File: src/rtl/pulse_xfer_pkg.sv
// Shared types for the pulse transfer arbiter.
// Holds the FSM state enum and counter widths.
package pulse_xfer_pkg;

    typedef enum logic [2:0] {
        IDLE,
        ISSUE,
        ARM,
        WAIT,
        GUARD
    } pulse_arb_state_t;

    localparam int MERGE_CNT_W = 8;

    // Guard counter width; a zero guard still needs one bit.
    function automatic int guard_cnt_w(input int g);
        return (g > 0) ? $clog2(g + 1) : 1;
    endfunction

endpackage

File: src/rtl/pulse_xfer_arbiter_rr_pick.sv
// Combinational round-robin picker.
// Returns the lowest pending index at or above rr_ptr, wrapping.
module rr_pick
    import pulse_xfer_pkg::*;
#(
    parameter int NUM_REQ = 4,
    parameter int ID_W    = $clog2(NUM_REQ)
) (
    input  logic [NUM_REQ-1:0] pending,
    input  logic [ID_W-1:0]    rr_ptr,
    output logic [ID_W-1:0]    grant_idx,
    output logic               grant_vld
);

    localparam logic [ID_W:0] N_W = (ID_W + 1)'(NUM_REQ);

    logic [ID_W:0]   sum;
    logic [ID_W-1:0] idx;

    // Scan from the farthest offset down so the nearest hit wins.
    always_comb begin
        grant_idx = '0;
        grant_vld = 1'b0;
        sum       = '0;
        idx       = '0;
        for (int k = NUM_REQ - 1; k >= 0; k--) begin
            sum = {1'b0, rr_ptr} + (ID_W + 1)'(k);
            if (sum >= N_W) begin
                sum = sum - N_W;
            end
            idx = sum[ID_W-1:0];
            if (pending[idx]) begin
                grant_idx = idx;
                grant_vld = 1'b1;
            end
        end
    end

endmodule

File: src/rtl/pulse_xfer_arbiter.sv
// Round-robin scheduler sharing one pulse transfer channel.
// Optional merge counter: define PULSE_XFER_ARB_MERGE_CNT_EN.
module pulse_xfer_arbiter
    import pulse_xfer_pkg::*;
#(
    parameter int NUM_REQ      = 4,
    parameter int GUARD_CYCLES = 8,
    parameter int ID_W         = $clog2(NUM_REQ)
) (
    input  logic               src_clock,
    input  logic               src_reset,
    input  logic [NUM_REQ-1:0] req_pulse,
    input  logic               xfer_busy,
    output logic               xfer_pulse,
    output logic [ID_W-1:0]    xfer_id,
    output logic [NUM_REQ-1:0] pending
`ifdef PULSE_XFER_ARB_MERGE_CNT_EN
    ,
    output logic [MERGE_CNT_W-1:0] merge_cnt
`endif
);

    localparam int GW = guard_cnt_w(GUARD_CYCLES);
    localparam logic [ID_W-1:0] LAST_ID    = ID_W'(NUM_REQ - 1);
    localparam logic [GW-1:0]   GUARD_LOAD = GW'(GUARD_CYCLES);
    localparam logic [GW-1:0]   GUARD_ONE  = GW'(1);

    pulse_arb_state_t state;
    pulse_arb_state_t state_nxt;

    logic [ID_W-1:0]    rr_ptr;
    logic [ID_W-1:0]    pick_idx;
    logic               pick_vld;
    logic               grant_en;
    logic               pulse_nxt;
    logic [NUM_REQ-1:0] grant_mask;
    logic [GW-1:0]      gcnt;

    rr_pick #(
        .NUM_REQ (NUM_REQ),
        .ID_W    (ID_W)
    ) u_rr_pick (
        .pending   (pending),
        .rr_ptr    (rr_ptr),
        .grant_idx (pick_idx),
        .grant_vld (pick_vld)
    );

    // State register.
    always_ff @(posedge src_clock) begin
        if (src_reset) begin
            state <= IDLE;
        end else begin
            state <= state_nxt;
        end
    end

    // Next state, grant strobe and the pulse to be registered.
    always_comb begin
        state_nxt = state;
        grant_en  = 1'b0;
        pulse_nxt = 1'b0;
        unique case (state)
            IDLE: begin
                if (pick_vld) begin
                    grant_en  = 1'b1;
                    state_nxt = ISSUE;
                end
            end
            ISSUE: state_nxt = ARM;
            ARM:   state_nxt = WAIT;
            WAIT: begin
                if (!xfer_busy) begin
                    state_nxt = (GUARD_CYCLES == 0) ? IDLE : GUARD;
                end
            end
            GUARD: begin
                if (gcnt <= GUARD_ONE) begin
                    state_nxt = IDLE;
                end
            end
            default: state_nxt = IDLE;
        endcase
        pulse_nxt = (state_nxt == ISSUE);
    end

    // One-hot of the index being granted this cycle.
    always_comb begin
        grant_mask = '0;
        if (grant_en) begin
            grant_mask[pick_idx] = 1'b1;
        end
    end

    // Pending events: a same-cycle request re-arms the granted bit.
    always_ff @(posedge src_clock) begin
        if (src_reset) begin
            pending <= '0;
        end else begin
            pending <= (pending & ~grant_mask) | req_pulse;
        end
    end

    // Issue pulse, quasi-static id bus and round-robin pointer.
    always_ff @(posedge src_clock) begin
        if (src_reset) begin
            xfer_pulse <= 1'b0;
            xfer_id    <= '0;
            rr_ptr     <= '0;
        end else begin
            xfer_pulse <= pulse_nxt;
            if (grant_en) begin
                xfer_id <= pick_idx;
                rr_ptr  <= (pick_idx == LAST_ID) ? '0 : pick_idx + 1'b1;
            end
        end
    end

    // Guard countdown, loaded as the channel goes idle.
    always_ff @(posedge src_clock) begin
        if (src_reset) begin
            gcnt <= '0;
        end else if (state == WAIT && !xfer_busy) begin
            gcnt <= GUARD_LOAD;
        end else if (state == GUARD && gcnt != '0) begin
            gcnt <= gcnt - GUARD_ONE;
        end
    end

`ifdef PULSE_XFER_ARB_MERGE_CNT_EN
    logic [NUM_REQ-1:0]     merge_hits;
    logic [MERGE_CNT_W-1:0] merge_inc;
    logic [MERGE_CNT_W:0]   merge_sum;

    // Events landing on an already pending bit, excluding a collision.
    always_comb begin
        merge_hits = req_pulse & pending & ~grant_mask;
        merge_inc  = '0;
        for (int i = 0; i < NUM_REQ; i++) begin
            merge_inc = merge_inc + MERGE_CNT_W'(merge_hits[i]);
        end
        merge_sum = {1'b0, merge_cnt} + {1'b0, merge_inc};
    end

    // Saturating merge counter, cleared only by reset.
    always_ff @(posedge src_clock) begin
        if (src_reset) begin
            merge_cnt <= '0;
        end else if (merge_sum[MERGE_CNT_W]) begin
            merge_cnt <= '1;
        end else begin
            merge_cnt <= merge_sum[MERGE_CNT_W-1:0];
        end
    end
`endif

endmodule

File: config.mk
export PLATFORM = sky130hd
export DESIGN_NAME = pulse_xfer_arbiter
export DESIGN_NICKNAME = d
export VERILOG_FILES = /design/src/rtl/pulse_xfer_pkg.sv /design/src/rtl/pulse_xfer_arbiter_rr_pick.sv /design/src/rtl/pulse_xfer_arbiter.sv
export SDC_FILE = /design/constraint.sdc
export NUM_CORES = 1
export LEC_CHECK = 0
export BUFFER_PORTS_ARGS = -buffer_cell sky130_fd_sc_hd__buf_2
export CAP_MARGIN = 20
export CORE_UTILIZATION = 30
export CTS_CLUSTER_DIAMETER = 120
export DETAILED_ROUTE_END_ITERATION = 7
export PLACE_DENSITY = 0.57
export SYNTH_ARGS = -nofsm -noshare
export SYNTH_HDL_FRONTEND = slang
export SYNTH_SLANG_ARGS = --single-unit
File: constraint.sdc
create_clock -name src_clock -period 2.45 [get_ports src_clock]
set_input_delay 0.6125 -clock src_clock [delete_from_list [all_inputs] [get_ports src_clock]]
set_output_delay 0.6125 -clock src_clock [all_outputs]
set_load 0.005 [all_outputs]
==> Word level (Yosys, flattened, before mapping) <==
Cells that the tools add are included.
{ "op_classes": {"n_addsub": 9, "multipliers": 0, "div_mod_pow": 0, "order_cmp": 11, "eq_ne": 6, "shift": 0, "muxes": 32, "bitwise_logic": 3, "reduce_logical": 8} }
{ "ops": {"columns": ["cell", "n"], "rows": [
  ["$mux 2", 9],
  ["$lt 2x3->1 const B", 5],
  ["$pmux 3 s5", 1],
  ["$mux 4", 3],
  ["$mux 1", 11],
  ["$ge 3x3->1 const B", 3],
  ["$mux 3", 3],
  ["$bmux 1 s2", 4],
  ["$sub 2x1->2 const B", 4],
  ["$add 2x2->3 const B", 2],
  ["$eq 3x1->1 const B", 2],
  ["$eq 3x2->1 const B", 2],
  ["$and 4x4->4", 1],
  ["$le 4x1->1 const B", 1],
  ["$not 4->4", 1],
  ["$or 4x4->4", 1],
  ["$reduce_bool 4->1", 1],
  ["$sub 4x1->4 const B", 1],
  ["$add 2x1->3 const B", 1],
  ["$eq 3x3->1 const B", 1],
  ["$ge 2x3->1 const B", 1],
  ["$logic_and 1x1->1", 3],
  ["$logic_not 3->1", 1],
  ["$add 2x1->2 const B", 1],
  ["other kinds (6)", 6]
]} }
{ "word_totals": {"ff_bits": 16, "latch_bits": 0, "ram_bits": 0, "mem_bits_ro": 0, "input_bits": 7, "wordCells": 76, "mem_count": 0} }

==> Depth between registers and ports, before layout <==
{ "logic_depth": {"word_depth": 17, "mapped_depth": 7, "ltp_nobuf": 7} }

==> Cells and area by module <==
A second synthesis with hierarchy kept.
{ "hier_totals": {"cells_unflattened": 96, "hier_area_um2": 843.3} }
{ "modules_own_cells": {"columns": ["mod", "n_inst", "cells_per_inst", "area_each_um2", "seq_area_each_um2"], "rows": [
  ["pulse_xfer_arbiter", 1, 83, 765.7, 320.3],
  ["rr_pick", 1, 13, 77.6, 0.0]
]} }

==> Worst setup path before layout <==
Ideal clock, no wire load.
{ "synth_path": {"path_kind": "register -> register", "from": "register pending[0]", "to": "register rr_ptr[1]", "setup_time_ps": 128, "arrival_time_ps": 1437, "path_slack_ps": 885, "path_stages_with_launch": 7, "path_buffers": 0, "synth_period_minus_slack_ps": 1565, "cell_sequence": "dfxtp_1 inv_1 o221a_2 o22a_1 ha_1 mux2i_1 nor2_1"} }
{ "synth_between": {"elab_chain_cells": 8, "elab_cells_between_ends": 21, "cone_classes": "add/sub: 1; eq/ne: 1; mux: 19"} }
{ "synth_lines": {"columns": ["element", "line_no", "source"], "rows": [
  ["start, declared", "pulse_xfer_arbiter.sv:16", "output logic [NUM_REQ-1:0] pending"],
  ["start signal, assigned", "pulse_xfer_arbiter.sv:100", "pending <= (pending & ~grant_mask) | req_pulse;"],
  ["$bmux 1 s2", "pulse_xfer_arbiter_rr_pick.sv:32", "if (pending[idx]) begin"],
  ["$mux 1 (implied by the code)", "pulse_xfer_arbiter_rr_pick.sv:32", null],
  ["$mux 2 (3 in series)", "pulse_xfer_arbiter_rr_pick.sv:32", null],
  ["$mux 2 (*)", "pulse_xfer_arbiter_rr_pick.sv:32", null],
  ["named net pick_idx[0]", "pulse_xfer_arbiter.sv:32", "logic [ID_W-1:0] pick_idx;"],
  ["$add 2x1->2 / $eq 2x2->1 (equally long branches)", "pulse_xfer_arbiter.sv:114", "rr_ptr <= (pick_idx == LAST_ID) ? '0 : pick_idx + 1'b1;"],
  ["$mux 2 (*)", "pulse_xfer_arbiter.sv:114", null],
  ["end signal, assigned", "pulse_xfer_arbiter.sv:114", null],
  ["end, declared", "pulse_xfer_arbiter.sv:31", "logic [ID_W-1:0] rr_ptr;"]
]} }
Mark *: on every way through the listed nets, which the timed path passes. The rest lies on a longest branch. The select of a mux whose other input is x is not followed.
A chain may end at the register's enable or synchronous reset.

==> Final worst setup path <==
Same ends and word-level chain as after synthesis.

==> impl_metrics.env <==
export IMPL_status="finished, final reports clean"
export IMPL_ys_types=31
export IMPL_htreeDepth=1
export IMPL_start_kind="flip-flop"
export IMPL_port_buffers=13
export IMPL_drive_above_1_share_pct=23.6
export IMPL_cts_setup_buffers=0
export IMPL_fin_skew_ns=0.0144
export IMPL_final_hold_violation_count=0
export IMPL_core_region_area_mm2=0.00257
export IMPL_grt_max_degree=16
export IMPL_p_leak_nw=0.435
export IMPL_setup_tns_ns=0
export IMPL_use_met1_pct=14.5
export IMPL_worst_hold_slack_ns=0.506
export IMPL_ctsHoldBuffers=0
export IMPL_synth_area_top_cells="dfxtp_1 38%, ha_1 10%, nor2_1 5.8%"
export IMPL_grt_util_met2_pct=17.7
export IMPL_post_drt_wl_per_cell_um=11.6
export IMPL_tightest_slew_ns=0.385
export IMPL_rr_startpoint="pending[0]"
export IMPL_overflow=0
export IMPL_yosysSeqAreaShare_pct=38.2
export IMPL_synth_fp_nets=104
export IMPL_setup_violations=0
export IMPL_cts_clk_slew_worst_paths_ns=0.11
export IMPL_n_fill_cell=275
export IMPL_hold_class="reg2reg"
export IMPL_required_ns=2.64
export IMPL_grt_pass1_vias=559
export IMPL_cts_root_buf="clkbuf_4"
export IMPL_drc=0
export IMPL_vias=675
export IMPL_grt_pass1_wl_mm=2.41
export IMPL_cts_tree="yes"
export IMPL_worstSetupPathType="reg2reg"
export IMPL_track_usage_pct=11.4
export IMPL_via_per_inst=4.96
export IMPL_r2r_setup_slack_ns=0.73
export IMPL_synth_area_leader_cell="dfxtp_1"
export IMPL_rr_worst_depth=7
export IMPL_cap_violations=0
export IMPL_yosys_area_top_type_share_pct=38.2
export IMPL_dp_hpwl_mm=1.22
export IMPL_drt_iter0_drc=8
export IMPL_multi_input_area_um2=473
export IMPL_drt_first_pass_iters=4
export IMPL_rows=18
export IMPL_netlist_area_um2=838
export IMPL_powerDensity_mw_per_mm2=663
export IMPL_die_h_um=54.9
export IMPL_min_period_over_period_pct=70.1
export IMPL_synthToLayoutAreaGrowth_pct=16.1
export IMPL_dieWidth_um=54.9
export IMPL_cts_max_path_buffers=2
export IMPL_drt_total_wl_mm=1.57
export IMPL_cts_resized=0
export IMPL_ant_nets=0
export IMPL_final_nets=121
export IMPL_grt_use_met3_pct=2.22
export IMPL_rsz0062_at_grt="no"
export IMPL_slew_violations=0
export IMPL_vdd_drop_max_mv=0.288
export IMPL_hold_depth=1
export IMPL_regArea_um2=320
export IMPL_synth_cells=90
export IMPL_hp_start="state[2]"
export IMPL_arrival_ns=1.91
export IMPL_ys_async_sr_fraction_pct=0
export IMPL_initial_core_util_pct=32.7
export IMPL_holdPathEnd="state[0]"
export IMPL_relSlewSlack_pct=74.1
export IMPL_crit_path_end_kind="flip-flop"
export IMPL_gp_congestion=0.715
export IMPL_synth_top_flop_cell="dfxtp_1"
export IMPL_postSynthAreaPerCell_um2=9.31
export IMPL_diodes=0
export IMPL_pin_count=14
export IMPL_ys_warn_count=0
export IMPL_synth_edf_count=0
export IMPL_ys_ff_latch=16
export IMPL_antenna_found_initial=0
export IMPL_cp_max_fo=6
export IMPL_maxClockFrequency_mhz=582
export IMPL_busiest_layer="met2"
export IMPL_min_period_ns=1.72
export IMPL_clock_sinks=16
export IMPL_cts_buffers=3
export IMPL_die_area_mm2=0.00301
export IMPL_r2r_end="rr_ptr[1]"
export IMPL_clk_latency_ns=0.30
[state kept, by name (all words and copies together) (netlist names)]
| register | cells |
|---|---|
| xfer_pulse | 1 |
| gcnt | 4 |
| state | 3 |
| xfer_id | 2 |
| pending | 4 |
| rr_ptr | 2 |
[layer usage]
metal	wire [µm]	share of wire (%)
met3	43	2.7
met2	697	44
met4	29	1.8
met1	802	51
met5	0	0
[layout make-up]
cell class,instances,share of cell area [%]
multi-input combinational,62,48.6
sequential,16,32.9
timing repair buffer,13,6.68
inverter,11,4.24
tap,30,3.86
clock buffer,4,3.73
[kinds of logic after synthesis]
kind of cell               count (synthesis)  share of synthesized area (%)
adders and majority gates                  7                           10.4
muxes                                      1                           1.19
xor gates and xnor gates                   3                           3.13
and+or+nand+nor                           31                           22.7
AOI/OAI and AO/OA                         20                           19.0
buffers and inverters                     12                           5.37
DFF                                       16                           38.2
[power breakdown]
| group | internal, mW | switching [mW] |
|---|---|---|
| Clock | 0.0905 | 0.0901 |
| Combinational | 0.0659 | 0.0778 |
| Sequential | 0.288 | 0.0331 |
[worst max-delay path, cell delays in order, from the launching register on]
cell and delay (ns):
dfxtp_1 0.47, nor2b_1 0.22, nor2_1 0.05, o22ai_1 0.30, inv_1 0.11, ha_1 0.28, mux2i_1 0.13, nor2_1 0.05
[cells in the mapped netlist, types with 2 or more instances]
master,n
a211oi_1,2
a211oi_2,2
a21o_1,2
a21oi_1,4
a311oi_1,4
dfxtp_1,16
ha_1,7
inv_1,11
nand2b_1,2
nor2_1,13
nor2b_1,2
nor3_1,3
or3_1,2
xnor2_1,3
[metrics by stage]
stage / utilization [%] / instances / setup WS, ns / power (mW) / cell area, µm²
floorplan: - / 90 / 0.885 / 0.424 / 838
global placement: 36.5 / 132 / 0.767 / 0.470 / 937
detailed placement: 36.5 / 132 / 0.737 / 0.472 / 937
CTS: 37.9 / 136 / 0.729 / 0.651 / 973
global route: 37.9 / 136 / 0.522 / 0.684 / 973
finish: 37.9 / 136 / 0.733 / 0.645 / 973
[placed cells by master, fill, tap and decap left out, types with 3 or more instances in the layout]
cell type / count
nor2_1: 13
clkbuf_4: 3
buf_2: 13
inv_1: 11
nor3_1: 3
a21oi_1: 4
ha_1: 7
xnor2_1: 3
dfxtp_1: 16
a311oi_1: 4
[worst max path at each step]
stage / cells past startpoint / start / endpoint / slack [ns]
5_1_grt: 7 / pending[0] / rr_ptr[1] / 0.52
2_1_floorplan: 6 / pending[0] / rr_ptr[1] / 0.88
3_3_place_gp: 5 / xfer_busy / gcnt[1] / 0.77
6_report: 7 / pending[0] / rr_ptr[1] / 0.73
4_1_cts: 7 / pending[0] / rr_ptr[1] / 0.73
3_5_place_dp: 7 / pending[0] / rr_ptr[1] / 0.74
No activity file was read; power rests on OpenSTA's default activity.
